$ cat src/rtl/mux_sched_pkg.sv
// Shared constants and state encoding for the round-robin selector scheduler.
package mux_sched_pkg;

    localparam int unsigned N_REQ           = 4;
    localparam int unsigned SEL_W           = 2;
    localparam int unsigned CNT_W           = 4;
    localparam int unsigned HOLD_CYCLES_DEF = 4;

    typedef enum logic [1:0] {
        ST_IDLE  = 2'd0,
        ST_GRANT = 2'd1,
        ST_GAP   = 2'd2
    } state_t;

endpackage

$ cat src/rtl/mux_latch.sv
// Gated 4:1 bit selector; output forced low while not enabled.
module mux_latch
    import mux_sched_pkg::*;
(
    input  logic [N_REQ-1:0] data,
    input  logic [SEL_W-1:0] valid,
    input  logic             flag,
    output logic             y_c
);

    assign y_c = flag & data[valid];

endmodule

$ cat src/rtl/rr_pick4.sv
// Combinational round-robin picker: first requester after 'last', wrapping.
module rr_pick4
    import mux_sched_pkg::*;
(
    input  logic [N_REQ-1:0] req,
    input  logic [SEL_W-1:0] last,
    output logic             any,
    output logic [SEL_W-1:0] idx,
    output logic [N_REQ-1:0] onehot
);

    // Walk from lowest to highest priority so the highest-priority hit wins.
    always_comb begin
        any    = |req;
        idx    = '0;
        onehot = '0;
        for (int k = N_REQ; k >= 1; k--) begin
            if (req[SEL_W'(int'(last) + k)]) begin
                idx = SEL_W'(int'(last) + k);
            end
        end
        if (any) begin
            onehot[idx] = 1'b1;
        end
    end

endmodule

$ cat src/rtl/mux_rr_sched.sv
// Round-robin scheduler sharing one gated selector among four requesters,
// with bounded grant length and a one-cycle switch-over bubble.
module mux_rr_sched
    import mux_sched_pkg::*;
#(
    parameter int unsigned HOLD_CYCLES = HOLD_CYCLES_DEF
) (
    input  logic             clk,
    input  logic             rst_n,
    input  logic [N_REQ-1:0] req,
    input  logic [N_REQ-1:0] data,
    output logic [N_REQ-1:0] grant,
    output logic [SEL_W-1:0] sel,
    output logic             flag,
    output logic             out_data,
    output logic             out_valid,
    output logic             busy
);

    state_t             state_q, state_d;
    logic [CNT_W-1:0]   cnt_q, cnt_d;
    logic [SEL_W-1:0]   last_q, last_d;
    logic [SEL_W-1:0]   sel_d;
    logic [N_REQ-1:0]   grant_d;
    logic               flag_d;
    logic               busy_d;

    logic               pick_any;
    logic [SEL_W-1:0]   pick_idx;
    logic [N_REQ-1:0]   pick_onehot;
    logic               sel_bit_c;

    rr_pick4 u_pick (
        .req    (req),
        .last   (last_q),
        .any    (pick_any),
        .idx    (pick_idx),
        .onehot (pick_onehot)
    );

    mux_latch u_sel (
        .data  (data),
        .valid (sel),
        .flag  (flag),
        .y_c   (sel_bit_c)
    );

    // Next-state and next-output logic; sel is held through GAP and IDLE.
    always_comb begin
        state_d = state_q;
        cnt_d   = cnt_q;
        last_d  = last_q;
        sel_d   = sel;
        grant_d = grant;
        flag_d  = flag;
        case (state_q)
            ST_IDLE: begin
                if (pick_any) begin
                    state_d = ST_GRANT;
                    grant_d = pick_onehot;
                    sel_d   = pick_idx;
                    flag_d  = 1'b1;
                    last_d  = pick_idx;
                    cnt_d   = '0;
                end
            end
            ST_GRANT: begin
                if (!req[sel] || (cnt_q == CNT_W'(HOLD_CYCLES - 1))) begin
                    state_d = ST_GAP;
                    grant_d = '0;
                    flag_d  = 1'b0;
                end else if (cnt_q != '1) begin
                    cnt_d = cnt_q + CNT_W'(1);
                end
            end
            ST_GAP: begin
                state_d = ST_IDLE;
            end
            default: begin
                state_d = ST_IDLE;
                grant_d = '0;
                flag_d  = 1'b0;
            end
        endcase
        busy_d = (state_d != ST_IDLE);
    end

    // State and registered outputs; out_data/out_valid trail flag by one cycle.
    always_ff @(posedge clk or negedge rst_n) begin
        if (!rst_n) begin
            state_q   <= ST_IDLE;
            cnt_q     <= '0;
            last_q    <= SEL_W'(N_REQ - 1);
            sel       <= '0;
            grant     <= '0;
            flag      <= 1'b0;
            busy      <= 1'b0;
            out_data  <= 1'b0;
            out_valid <= 1'b0;
        end else begin
            state_q   <= state_d;
            cnt_q     <= cnt_d;
            last_q    <= last_d;
            sel       <= sel_d;
            grant     <= grant_d;
            flag      <= flag_d;
            busy      <= busy_d;
            out_data  <= sel_bit_c;
            out_valid <= flag;
        end
    end

endmodule

$ cat config.mk
export PLATFORM = sky130hd
export DESIGN_NAME = mux_rr_sched
export DESIGN_NICKNAME = d
export VERILOG_FILES = /design/src/rtl/mux_sched_pkg.sv /design/src/rtl/mux_latch.sv /design/src/rtl/rr_pick4.sv /design/src/rtl/mux_rr_sched.sv
export SDC_FILE = /design/constraint.sdc
export NUM_CORES = 1
export LEC_CHECK = 0
export BUFFER_PORTS_ARGS = -buffer_cell sky130_fd_sc_hd__buf_4
export CORE_MARGIN = 3
export CORE_UTILIZATION = 40
export CTS_CLUSTER_DIAMETER = 60
export CTS_CLUSTER_SIZE = 10
export DETAILED_ROUTE_END_ITERATION = 6
export GPL_TIMING_DRIVEN = 0
export SYNTH_ARGS = -nofsm -noshare
export SYNTH_HDL_FRONTEND = slang
export SYNTH_SLANG_ARGS = --single-unit
$ cat constraint.sdc
create_clock -name clk -period 2.1 [get_ports clk]
set_input_delay 0.42 -clock clk [delete_from_list [all_inputs] [get_ports clk]]
set_output_delay 0.42 -clock clk [all_outputs]
set_load 0.01 [all_outputs]
==> reports/metrics.cfg <==
[final_layout]
areaGrowthSynthToFinish_pct=24.2
final_cell_mix=buf_4 (19), dfrtp_1 (16), nand2_1 (8), nor2_1 (8), inv_1 (5)
antenna_cells=0
final_nets=123
final-instance-count-excl-fill=138
drive_gt1_frac=0.315
layout_commonest_cell=buf_4
final_core_utilization=0.555

[global_routing]
grt_util_met2=0.236
grt_use_total=0.146
antenna_found_initial=0
grt-busiest-layer=met2
first_global_vias=681
met1_usage=0.182
grt_start_max_net_pins=19
met3_usage=0.0332
grt_pass1_wl_microns=2980
grt_overflow=0

[clocking]
root_buffer=clkbuf_4
clk_path_buf_depth=2
cts_buffers=3
cts_resized=0
cts_tree=done
h-tree-depth=1
worstSkewPairLatency_ns=0.29
cts_sinks=18
clk_pin_slew_ns=0.10

[placement]
dpl.hpwl_microns=1320
portBuffers=19
dp_cells=133
pre_cts_slack_ns=0.201
place_congestion=0.791

[run]
maxCapViolCount=0

[worst_setup_path]
reg2reg_depth=6
reg2reg_slack_ns=0.19
cp-start-kind=flop
r2r-start=cnt_q[0]
worstSetupPathType=reg2reg
cp_data_required_time_ns=2.29
r2r_end=cnt_q[2]
cp_data_arrival_time_ns=2.10
end_kind=flop
crit_path_max_fanout=6

[floorplanning]
die_x_microns=54.0
die_y_microns=54.0
ios=20
row_count=16
die_area_sq_um=2920
core_sq_um=2060
initial_core_util=0.447

[sta]
finalHoldViolations=0
fin_crit_sh=0.910
finalSetupViolations=0
rsz0062_at_grt=no
timing.final.ws_setup_ns=0.189
skew_ns=0.00624
slew_violations=0
clock.fmax_mhz=523
relSlewSlack=0.440
worstMarginPinSlew_ns=0.833
fin_crit_ns=1.91
setup_tns_ns=0

[min_path]
min_path_cells=0
min_path_type=reg2reg
worstHoldStart=flag
hold_end=out_valid

[logic_synthesis]
synth_top_area_cell=dfrtp_1
syn_area_sq_um=922
synthesis.instances=87
avgSynthCellArea_sq_um=10.6
syn-num-nets=98
synth-seq-area-share=0.491
ys_types=37
synth.ff_latch_count=18
yosys.area.top_type_share=0.434
synthTopCellsByArea=dfrtp_1 (43%), dfstp_2 (5.7%), mux4_1 (5.7%), nand2_1 (3.3%), nor2_1 (3.3%)
ys_warn_count=0

[detailed_routing]
vias_per_cell=5.24
drc=0
via_count=723
wirelength_microns=1820
drt_iter0_markers=8
drt_first_pass_iters=4
detail-route-antenna-nets=0
wl_per_cell_microns=13.2

[power]
seq_power_share=0.400
power_density_nw_per_um2=1380
p_int_uw=974
switching_share=0.383
ir_worst_vdd_v=0.000631
p_switching_uw=604
combPwrFrac=0.466
pwr-share-clk=0.134
power_uw=1580
leakage_uw=0.000554

[outcome]
status=finished clean

## registers in the layout, indices dropped and copies added (netlist names)
name	count
busy	1
cnt_q	4
flag	1
grant	4
last_q	2
out_data	1
out_valid	1
sel	2
state_q	2
## cell type report
type	count	area (sq um)
Fill cell	191	917
Sequential cell	18	453
Multi-Input combinational cell	63	445
Timing Repair Buffer	20	153
Clock buffer	4	36.3
Tap cell	27	33.8
Inverter	5	18.8
Buffer	1	5.00
## Yosys cell counts, drive strengths merged
| cell type | number |
|---|---|
| nor4b | 1 |
| a41o | 1 |
| o211ai | 1 |
| nand3 | 2 |
| a22o | 1 |
| a31o | 1 |
| dfstp | 2 |
| a2111oi | 2 |
| buf | 1 |
| nor4 | 1 |
| or2 | 1 |
| nand2b | 4 |
| and2b | 2 |
| nand4 | 1 |
| and2 | 1 |
| a32o | 1 |
| a21o | 4 |
| and3 | 1 |
| or3b | 1 |
| o2bb2ai | 1 |
| a211o | 1 |
| nand2 | 8 |
| nor3 | 3 |
| dfrtp | 16 |
| ha | 1 |
| mux4 | 2 |
| nor2 | 8 |
| a21oi | 5 |
| o21ai | 4 |
| mux2i | 1 |
| o221ai | 1 |
| inv | 5 |
| or3 | 2 |
## metal layers
layer / wire length [microns] / vias to the layer above / share of wire
li1: - / 367 / -
met1: 907 / 345 / 0.50
met2: 841 / 9 / 0.46
met3: 56 / 2 / 0.031
met4: 10 / 0 / 0.0055
met5: 0 / - / 0
## worst max-delay path, cell delays in order, from the launching register on
cell     delay (ns)
dfrtp_1        0.42
ha_1           0.26
or3b_2         0.23
nor2_1         0.06
nor4b_2        0.49
a21oi_1        0.14
a31o_2         0.23
## logic make-up after synthesis
group	synth area share
DFF	0.491
muxes	0.0678
adders and majority gates	0.0136
and+or+nand+nor	0.212
buffers and inverters	0.0258
AOI/OAI and AO/OA	0.190
## metrics by stage
step	hold slack, ns	instance area, sq um
2_1_floorplan	0.124	922
3_3_place_gp	0.302	1100
3_5_place_dp	0.304	1100
4_1_cts	0.432	1140
5_1_grt	0.438	1140
6_report	0.429	1140
## power groups by stage
stage	Sequential [uW]	Clock [uW]	Combinational, uW
global route	650	234	826
floorplan	657	0	449
finish	632	211	736
global placement	637	0	735
CTS	633	220	748
detailed placement	638	0	743
## repair_timing
item / CTS / global route
hold buffers: 1 / 0
hold endpoints to repair: 16 / 0
buffers inserted: 0 / 0
## worst max-delay path by stage
stage                     depth (start not counted)  slack (ns)  startpoint  endpoint
after floorplan                                   6        0.40    cnt_q[0]  cnt_q[2]
after global placement                            6        0.19    cnt_q[0]  cnt_q[2]
final                                             6        0.19    cnt_q[0]  cnt_q[2]
after detailed placement                          6        0.20    cnt_q[0]  cnt_q[2]
after global routing                              6        0.08    cnt_q[0]  cnt_q[2]
after CTS                                         6        0.18    cnt_q[0]  cnt_q[2]
Power figures use the tool's default switching activity.
